`src/rtl/sd_pkg.sv`:
```
// rtl/sd_pkg.sv - Shared types and constants for the SD card command sequencer
// Purpose: sequencer state enum (its encoding is the card_stat code), the
// handshake phase used inside every command state, SD command indices and
// the card_type encoding.
package sd_pkg;

  typedef enum logic [3:0] {
    ST_CMD0   = 4'd0,
    ST_CMD8   = 4'd1,
    ST_CMD55  = 4'd2,
    ST_ACMD41 = 4'd3,
    ST_CMD2   = 4'd4,
    ST_CMD3   = 4'd5,
    ST_CMD7   = 4'd6,
    ST_CMD16  = 4'd7,
    ST_IDLE   = 4'd8,
    ST_CMD17  = 4'd9,
    ST_READ   = 4'd10,
    ST_ERROR  = 4'd11
  } state_t;

  // SETUP loads the request registers, ISSUE pulses cmd_start, WAIT samples
  // status on cmd_done.
  typedef enum logic [1:0] {
    PH_SETUP = 2'd0,
    PH_ISSUE = 2'd1,
    PH_WAIT  = 2'd2
  } phase_t;

  localparam logic [5:0] CMD_GO_IDLE       = 6'd0;
  localparam logic [5:0] CMD_ALL_SEND_CID  = 6'd2;
  localparam logic [5:0] CMD_SEND_RCA      = 6'd3;
  localparam logic [5:0] CMD_SELECT        = 6'd7;
  localparam logic [5:0] CMD_SEND_IF_COND  = 6'd8;
  localparam logic [5:0] CMD_SET_BLOCKLEN  = 6'd16;
  localparam logic [5:0] CMD_READ_SINGLE   = 6'd17;
  localparam logic [5:0] ACMD_SD_OP_COND   = 6'd41;
  localparam logic [5:0] CMD_APP_CMD       = 6'd55;

  localparam logic [1:0] CT_UNKNOWN = 2'd0;
  localparam logic [1:0] CT_SDV1    = 2'd1;
  localparam logic [1:0] CT_SDV2_SC = 2'd2;
  localparam logic [1:0] CT_SDHC    = 2'd3;

  function automatic logic [5:0] cmd_index(input state_t s);
    case (s)
      ST_CMD8:   return CMD_SEND_IF_COND;
      ST_CMD55:  return CMD_APP_CMD;
      ST_ACMD41: return ACMD_SD_OP_COND;
      ST_CMD2:   return CMD_ALL_SEND_CID;
      ST_CMD3:   return CMD_SEND_RCA;
      ST_CMD7:   return CMD_SELECT;
      ST_CMD16:  return CMD_SET_BLOCKLEN;
      ST_CMD17:  return CMD_READ_SINGLE;
      default:   return CMD_GO_IDLE;
    endcase
  endfunction

endpackage

```
`src/rtl/sd_cmd_seq.sv`:
```
// rtl/sd_cmd_seq.sv - SD card init and single-block read command sequencer
// Purpose: walks the card through identification (CMD0/8/55/41/2/3/7/16),
// then serves single-sector reads (CMD17 + data receiver) from IDLE.
// Ports:
//   clk, rstn                      clock, asynchronous active-low reset
//   rstart, rsector                read request pulse and sector number
//   rbusy, rdone, rerr             busy level, read-complete pulse, error flag
//   card_type, card_stat           detected card type, current state code
//   cmd_clkdiv .. cmd_arg          request to the command engine
//   cmd_busy .. cmd_resparg        status from the command engine
//   dat_start, dat_done, dat_err   data receiver handshake
module sd_cmd_seq
  import sd_pkg::*;
#(
  parameter logic [15:0] SLOWDIV = 16'd63,
  parameter logic [15:0] FASTDIV = 16'd1,
  parameter logic [15:0] RETRIES = 16'd4095
) (
  input  logic        clk,
  input  logic        rstn,
  input  logic        rstart,
  input  logic [31:0] rsector,
  output logic        rbusy,
  output logic        rdone,
  output logic        rerr,
  output logic [1:0]  card_type,
  output logic [3:0]  card_stat,
  output logic [15:0] cmd_clkdiv,
  output logic        cmd_start,
  output logic [15:0] cmd_precnt,
  output logic [5:0]  cmd_idx,
  output logic [31:0] cmd_arg,
  input  logic        cmd_busy,
  input  logic        cmd_done,
  input  logic        cmd_timeout,
  input  logic        cmd_syntaxe,
  input  logic [31:0] cmd_resparg,
  output logic        dat_start,
  input  logic        dat_done,
  input  logic        dat_err
);

  state_t      state, state_n;
  phase_t      phase, phase_n;
  logic        start_n, rbusy_n, rdone_n, rerr_n, dat_start_n;
  logic [5:0]  idx_n;
  logic [31:0] arg_n, sector, sector_n;
  logic [15:0] precnt_n, clkdiv_n, rca, rca_n, retry_cnt, retry_n, retry_inc;
  logic [1:0]  card_type_n;
  logic        v2, v2_n, ccs, ccs_n, do_retry;
  logic        ok, fin, unused_resp;

  assign ok          = cmd_done & ~cmd_timeout & ~cmd_syntaxe;
  // cmd_start is still high in the first WAIT cycle; the engine cannot have
  // finished the command it is only now being handed.
  assign fin         = (phase == PH_WAIT) && !cmd_start && cmd_done;
  assign retry_inc   = retry_cnt + 16'd1;
  assign card_stat   = state;
  assign unused_resp = ^cmd_resparg[15:12];

  always_ff @(posedge clk or negedge rstn) begin
    if (!rstn) begin
      state      <= ST_CMD0;
      phase      <= PH_SETUP;
      cmd_start  <= 1'b0;
      cmd_idx    <= '0;
      cmd_arg    <= '0;
      cmd_precnt <= '0;
      cmd_clkdiv <= SLOWDIV;
      rbusy      <= 1'b1;
      rdone      <= 1'b0;
      rerr       <= 1'b0;
      dat_start  <= 1'b0;
      card_type  <= CT_UNKNOWN;
      v2         <= 1'b0;
      ccs        <= 1'b0;
      rca        <= '0;
      retry_cnt  <= '0;
      sector     <= '0;
    end else begin
      state      <= state_n;
      phase      <= phase_n;
      cmd_start  <= start_n;
      cmd_idx    <= idx_n;
      cmd_arg    <= arg_n;
      cmd_precnt <= precnt_n;
      cmd_clkdiv <= clkdiv_n;
      rbusy      <= rbusy_n;
      rdone      <= rdone_n;
      rerr       <= rerr_n;
      dat_start  <= dat_start_n;
      card_type  <= card_type_n;
      v2         <= v2_n;
      ccs        <= ccs_n;
      rca        <= rca_n;
      retry_cnt  <= retry_n;
      sector     <= sector_n;
    end
  end

  always_comb begin
    state_n     = state;
    phase_n     = phase;
    start_n     = 1'b0;
    idx_n       = cmd_idx;
    arg_n       = cmd_arg;
    precnt_n    = cmd_precnt;
    clkdiv_n    = cmd_clkdiv;
    rdone_n     = 1'b0;
    rerr_n      = 1'b0;
    dat_start_n = 1'b0;
    card_type_n = card_type;
    v2_n        = v2;
    ccs_n       = ccs;
    rca_n       = rca;
    retry_n     = retry_cnt;
    sector_n    = sector;
    do_retry    = 1'b0;

    case (state)
      ST_IDLE: begin
        // A request landing in the rdone cycle is dropped.
        if (rstart && !rdone) begin
          sector_n = rsector;
          state_n  = ST_CMD17;
        end
      end
      ST_READ: begin
        if (dat_done || dat_err) begin
          rdone_n = 1'b1;
          rerr_n  = dat_err;
          state_n = ST_IDLE;
        end
      end
      ST_ERROR: ;
      default: begin
        case (phase)
          PH_SETUP: begin
            idx_n    = cmd_index(state);
            precnt_n = (state == ST_CMD0) ? 16'd96 : 16'd8;
            case (state)
              ST_CMD8:   arg_n = 32'h0000_01AA;
              ST_ACMD41: arg_n = v2 ? 32'h4010_0000 : 32'h0010_0000;
              ST_CMD7:   arg_n = {rca, 16'h0000};
              ST_CMD16:  arg_n = 32'd512;
              // Standard-capacity cards are byte addressed.
              ST_CMD17:  arg_n = ccs ? sector : {sector[22:0], 9'h000};
              default:   arg_n = 32'h0;
            endcase
            phase_n = PH_ISSUE;
          end
          PH_ISSUE: begin
            if (!cmd_busy) begin
              start_n = 1'b1;
              phase_n = PH_WAIT;
            end
          end
          default: begin
            if (fin) begin
              phase_n = PH_SETUP;
              case (state)
                ST_CMD0: state_n = ST_CMD8;
                ST_CMD8: begin
                  if (ok && cmd_resparg[11:0] == 12'h1AA) begin
                    v2_n    = 1'b1;
                    state_n = ST_CMD55;
                  end else if (cmd_timeout) begin
                    v2_n    = 1'b0;
                    state_n = ST_CMD55;
                  end else begin
                    state_n = ST_ERROR;
                  end
                end
                ST_CMD55: begin
                  if (ok)               state_n  = ST_ACMD41;
                  else if (cmd_timeout) do_retry = 1'b1;
                  else                  state_n  = ST_ERROR;
                end
                ST_ACMD41: begin
                  if (ok && cmd_resparg[31]) begin
                    ccs_n   = cmd_resparg[30] & v2;
                    state_n = ST_CMD2;
                  end else if (ok || cmd_timeout) begin
                    do_retry = 1'b1;
                  end else begin
                    state_n = ST_ERROR;
                  end
                end
                ST_CMD2:  state_n = ok ? ST_CMD3 : ST_ERROR;
                ST_CMD3: begin
                  if (ok) begin
                    rca_n   = cmd_resparg[31:16];
                    state_n = ST_CMD7;
                  end else begin
                    state_n = ST_ERROR;
                  end
                end
                ST_CMD7:  state_n = ok ? (ccs ? ST_IDLE : ST_CMD16) : ST_ERROR;
                ST_CMD16: state_n = ok ? ST_IDLE : ST_ERROR;
                ST_CMD17: begin
                  if (ok) begin
                    dat_start_n = 1'b1;
                    state_n     = ST_READ;
                  end else begin
                    rdone_n = 1'b1;
                    rerr_n  = 1'b1;
                    state_n = ST_IDLE;
                  end
                end
                default: ;
              endcase
            end
          end
        endcase
      end
    endcase

    if (do_retry) begin
      retry_n = retry_inc;
      state_n = (retry_inc >= RETRIES) ? ST_ERROR : ST_CMD55;
    end
    if (state_n != state) phase_n = PH_SETUP;
    if (state_n == ST_IDLE && state != ST_IDLE) begin
      clkdiv_n    = FASTDIV;
      card_type_n = {v2_n, ccs_n | ~v2_n};
    end
    if (state_n == ST_ERROR) card_type_n = CT_UNKNOWN;
    rbusy_n = (state_n != ST_IDLE);
  end

endmodule

```
`config.mk`:
```
export PLATFORM = sky130hd
export DESIGN_NAME = sd_cmd_seq
export DESIGN_NICKNAME = d
export VERILOG_FILES = /design/src/rtl/sd_pkg.sv /design/src/rtl/sd_cmd_seq.sv
export SDC_FILE = /design/constraint.sdc
export NUM_CORES = 1
export LEC_CHECK = 0
export CAP_MARGIN = 40
export CORE_UTILIZATION = 50
export CTS_BUF_LIST = sky130_fd_sc_hd__clkbuf_16
export CTS_CLUSTER_DIAMETER = 100
export DETAILED_ROUTE_END_ITERATION = 7
export GPL_ROUTABILITY_DRIVEN = 0
export MAX_ROUTING_LAYER = met4
export PLACE_DENSITY = 0.81
export SLEW_MARGIN = 20
export SYNTH_ARGS = -nofsm -noshare
export SYNTH_HDL_FRONTEND = slang
export SYNTH_SLANG_ARGS = --single-unit
```
`constraint.sdc`:
```
create_clock -name clk -period 3.58 [get_ports clk]
set_input_delay 0.895 -clock clk [delete_from_list [all_inputs] [get_ports clk]]
set_output_delay 0.895 -clock clk [all_outputs]
set_load 0.005 [all_outputs]
```
==> results <==
- Hold repair after CTS inserted 0 buffers.
- For this run the aggregate overflow at the end of global routing stands at 0.
- The initial core utilization is about 50%.
- The core region area is 12100 µm².
- The largest single stage delay on the critical path is ~0.53 ns.
- The number of endpoints with negative hold slack in the final report came to 0.
- The remaining design rule violation count is 0.
- The worst setup path is of the in2reg kind.
- For this block, the initial DRC count from the detailed router was between 200 and 300.
- The via count of the first global-routing pass is between 5000 and 6000.
- Summing all multi-input logic gate instances after layout gives 2880 µm².
- The number of gates resized after CTS was 0.
- The areal power density over the cells is between 600 and 700 nW/µm².
- The total global-route track usage is between 20% and 30%.
- The flip-flop cell with the highest count after synthesis is sky130_fd_sc_hd__dfrtp_1.
- The final-report setup violation count is 0.
- The kind of end point of the critical path is a flop.
- The count of buffers added by post-CTS timing repair for setup is 0.
- During synthesis, Yosys emitted a total of 0 warnings.
- The worst path buffer plus inverter count is 1.
- The final standard cell count with taps included and fillers excluded is about 910.
- For this run, the detailed router's first-pass iteration total came to 5.
- In this run the tool buffered the top-level ports with about 130 buffer cells.
- Of the total power, registers draw a little under two fifths.
- The count of distinct cell types in the synthesized netlist is 62.
- The proportion of register bits with asynchronous set or reset after synthesis is 100%.
- The number of routed nets with antenna violations is 0.
- The max-capacitance violation count is 0.
- The number of antenna violations at the first check in global routing was 0.
- The number of vias per cell after detailed routing is approximately 5.5.
- After layout, the minimum clock period comes to 3.24 ns.
- Net switching is 31.0% of the power.
- The summed area of non-filler cells in the final layout is between 8000 and 9000 µm².
- The final-layout fill cell count is 885.
- For this run, the register share of the synthesized area comes to 48.4%.
- Combinational logic burns around 28% of the power.
- In this run the mean area of a mapped cell was 10.2 µm².
- The final clock period utilization by the worst path is 90.4%.
- The longest clock path from root to sink contains 2 buffers.
- The antenna diode count is 0.
- The arrival time at the worst endpoint is ~3.6 ns.
- The synthesis-to-layout area growth is 31.1%.
- The post-route netlist has between 10% and 20% of its cells at a drive strength greater than 1.
- The nature of the critical path startpoint is an input pin.
- The relative slew slack is 50.3%.
- The maximum resistive drop on vdd is 0.402 mV.
- The leakage power figure is about 3.4 nW.
- The maximum clock frequency is between 0.3 and 0.4 GHz.
- In the final design database the tool counted 807 nets.
- The number of synthesized flops with an enable pin is 0.
- The root cell of the clock tree is sky130_fd_sc_hd__clkbuf_16.
- Detailed routing inserted a total of approximately 5000 vias.
- The largest clock skew in the final design is between 0.006 and 0.007 ns.
- After floorplanning, the core was divided into 40 placement rows.
- The first global-routing pass estimated roughly 25000 µm of wire.
- Measured along the y axis, the die boundary spans 113 µm.
- Of the total power, the clock network draws between 30% and 40%.
- The number of clock sinks seen by CTS is 120.
- After routing, the total negative slack on setup checks comes to 0 ns.
- Total power for the finished layout comes to just over 5 mW.
- between 150 and 200 I/O pins were placed.
- The H-tree was split into 4 levels.
- Summing all placed instances gives a cell area of between 7000 and 8000 µm².
- The worst slack after detailed placement is -0.000922 ns.
- The run finished with clean final reports.
- The summed instance area of the synthesized netlist is 6210 µm².
- The cell total after placement is between 800 and 900.
- Traced cell by cell, the critical path runs through clkdlybuf4s50_1 -> or3b_1 -> o2111a_1 -> nor3b_1 -> a41oi_1 -> nor3_2 -> nor3_1 -> a2111o_1 -> nor4_2.
- Counting every instance in the synthesized netlist gives 609.
- The routed design has ~15000 µm of wire.
- The highest fanout seen on the critical path is 8.
- The clock transition at the registers of the reported paths is approximately 0.06 ns.
- For the pin with the worst max-slew slack, the measured transition is 0.746 ns.
- The die covers approximately 13000 µm².
- The HPWL after detailed placement is 10900 µm.
- In the final routed layout, each cell accounts on average for 17.0 µm.
- The TritonCTS buffer count is 17.
- The path class of the tightest hold or removal check is reg2reg.
- The slowest library cell on the worst path is sky130_fd_sc_hd__clkdlybuf4s50_1.
- The data required time of the critical path is roughly 3.9 ns.
- The clock tree from TritonCTS is done.
- The final max-slew violation count came to 0.
- The die boundary width is 113 µm.
- Across the whole layout, storage elements account for roughly 3000 µm².
- Setup repair after global routing left no endpoint under its margin.
- Summed over all nets, the switching power comes to 1.61 mW.
- Entering global routing, the biggest net connects 50 pins.
- The clock insertion delay at the later pin of the skew report is about 0.42 ns.
- In the post-route analysis, the smallest setup slack over all paths is ~0.34 ns.
- The tightest hold path in the finished design has a slack of 0.467 ns.
- At the end of the flow the core is filled with cells to around two thirds.
- Internal power comes to ~3.6 mW.
- The number of storage elements in the synthesis netlist is 120.
- Among cell families on the critical path, the largest total delay comes from simple AND/OR/NAND/NOR gates.
[path summary, 6_finish.rpt]
kind,start,endpoint,slack [ns],cells after the start
max,cmd_done,phase[0],0.34,9
min,cmd_arg[0],cmd_arg[0],0.47,2
max reg2reg,card_stat[0],phase[0],0.40,10
min reg2reg,cmd_arg[0],cmd_arg[0],0.47,2
max in group asynchronous,rstn,sector[15],2.19,2
min in group asynchronous,rstn,phase[0],0.48,1
[power groups by stage]
stage | sequential, mW | combinational [mW] | clock (mW)
after detailed placement | 1.95 | 1.46 | 0
final | 1.94 | 1.47 | 1.77
after global routing | 1.98 | 1.62 | 1.85
after floorplan | 1.89 | 0.841 | 0
after global placement | 1.94 | 1.40 | 0
after CTS | 1.93 | 1.47 | 1.80
[flip-flops by register name, summed over array words and instances, names as in the netlist]
register and cells:
cmd_precnt 2, rbusy 1, phase 2, v2 1, rca 16, sector 32
dat_start 1, cmd_clkdiv 1, retry_cnt 16, card_stat 4, cmd_idx 6, rdone 1
ccs 1, cmd_start 1, rerr 1, card_type 2, cmd_arg 32
[kinds of logic (layout without fill, tap and decap cells)]
kind of cell	Yosys count	after routing	synth area share [%]
AO/OA/AOI/OAI	112	112	11.4
XOR/XNOR	19	19	2.68
adder cells (fa/ha/maj)	6	6	1.21
buffers and inverters	77	187	6.63
flip-flops	120	120	48.4
multiplexers	78	78	13.6
other	2	24	0.121
AND/OR/NAND/NOR	195	195	16.0
[layer usage]
layer	GRT usage, %	vias up	share of wire (%)
met5	-	-	0
met4	11.3	0	2.4
met3	8.93	40	8.8
met2	42.7	237	49
met1	30.9	2436	40
li1	-	2324	-
[worst register-to-register path, delay by kind of cell (launching register included)]
family	cells	cell delay, ns
AO/OA/AOI/OAI	3	0.83
adder cells (fa/ha/maj)	1	0.50
buffers and inverters	1	0.23
flip-flops	1	0.49
AND/OR/NAND/NOR	5	1.06
[placed cells by master (no fill, tap or decap), types with 8 or more instances in the layout]
| cell | instances |
|---|---|
| sky130_fd_sc_hd__inv_1 | 14 |
| sky130_fd_sc_hd__buf_4 | 19 |
| sky130_fd_sc_hd__nor2_1 | 41 |
| sky130_fd_sc_hd__nand2_1 | 71 |
| sky130_fd_sc_hd__dfrtp_1 | 118 |
| sky130_fd_sc_hd__nand3_1 | 16 |
| sky130_fd_sc_hd__clkbuf_16 | 17 |
| sky130_fd_sc_hd__o21ai_0 | 37 |
| sky130_fd_sc_hd__conb_1 | 24 |
| sky130_fd_sc_hd__xnor2_1 | 13 |
| sky130_fd_sc_hd__nor3_1 | 8 |
| sky130_fd_sc_hd__mux2_2 | 49 |
| sky130_fd_sc_hd__o31ai_1 | 9 |
| sky130_fd_sc_hd__mux2i_1 | 29 |
| sky130_fd_sc_hd__a21oi_1 | 35 |
| sky130_fd_sc_hd__clkdlybuf4s50_1 | 124 |
[cells in the mapped netlist, drive strengths merged, types with 7 or more instances]
| master | number | area (µm²) |
|---|---|---|
| a21oi | 35 | 175 |
| buf | 41 | 277 |
| clkbuf | 24 | 90.1 |
| dfrtp | 118 | 2950 |
| inv | 12 | 45.0 |
| mux2 | 49 | 552 |
| mux2i | 29 | 290 |
| nand2 | 71 | 267 |
| nand3 | 17 | 97.6 |
| nor2 | 44 | 175 |
| nor3 | 10 | 60.1 |
| nor3b | 7 | 57.6 |
| o21ai | 37 | 185 |
| o31ai | 9 | 67.6 |
| xnor2 | 13 | 114 |
[cell type report]
| class | count | area share (%) |
|---|---|---|
| repair buffers | 143 | 17.0 |
| clock buffers | 17 | 5.23 |
| clock inverters | 15 | 2.26 |
| inverters | 12 | 0.554 |
| multi-input cells | 434 | 35.4 |
| well taps | 168 | 2.58 |
| flip-flops and latches | 120 | 36.9 |
No activity file was read; power rests on OpenSTA's default activity.
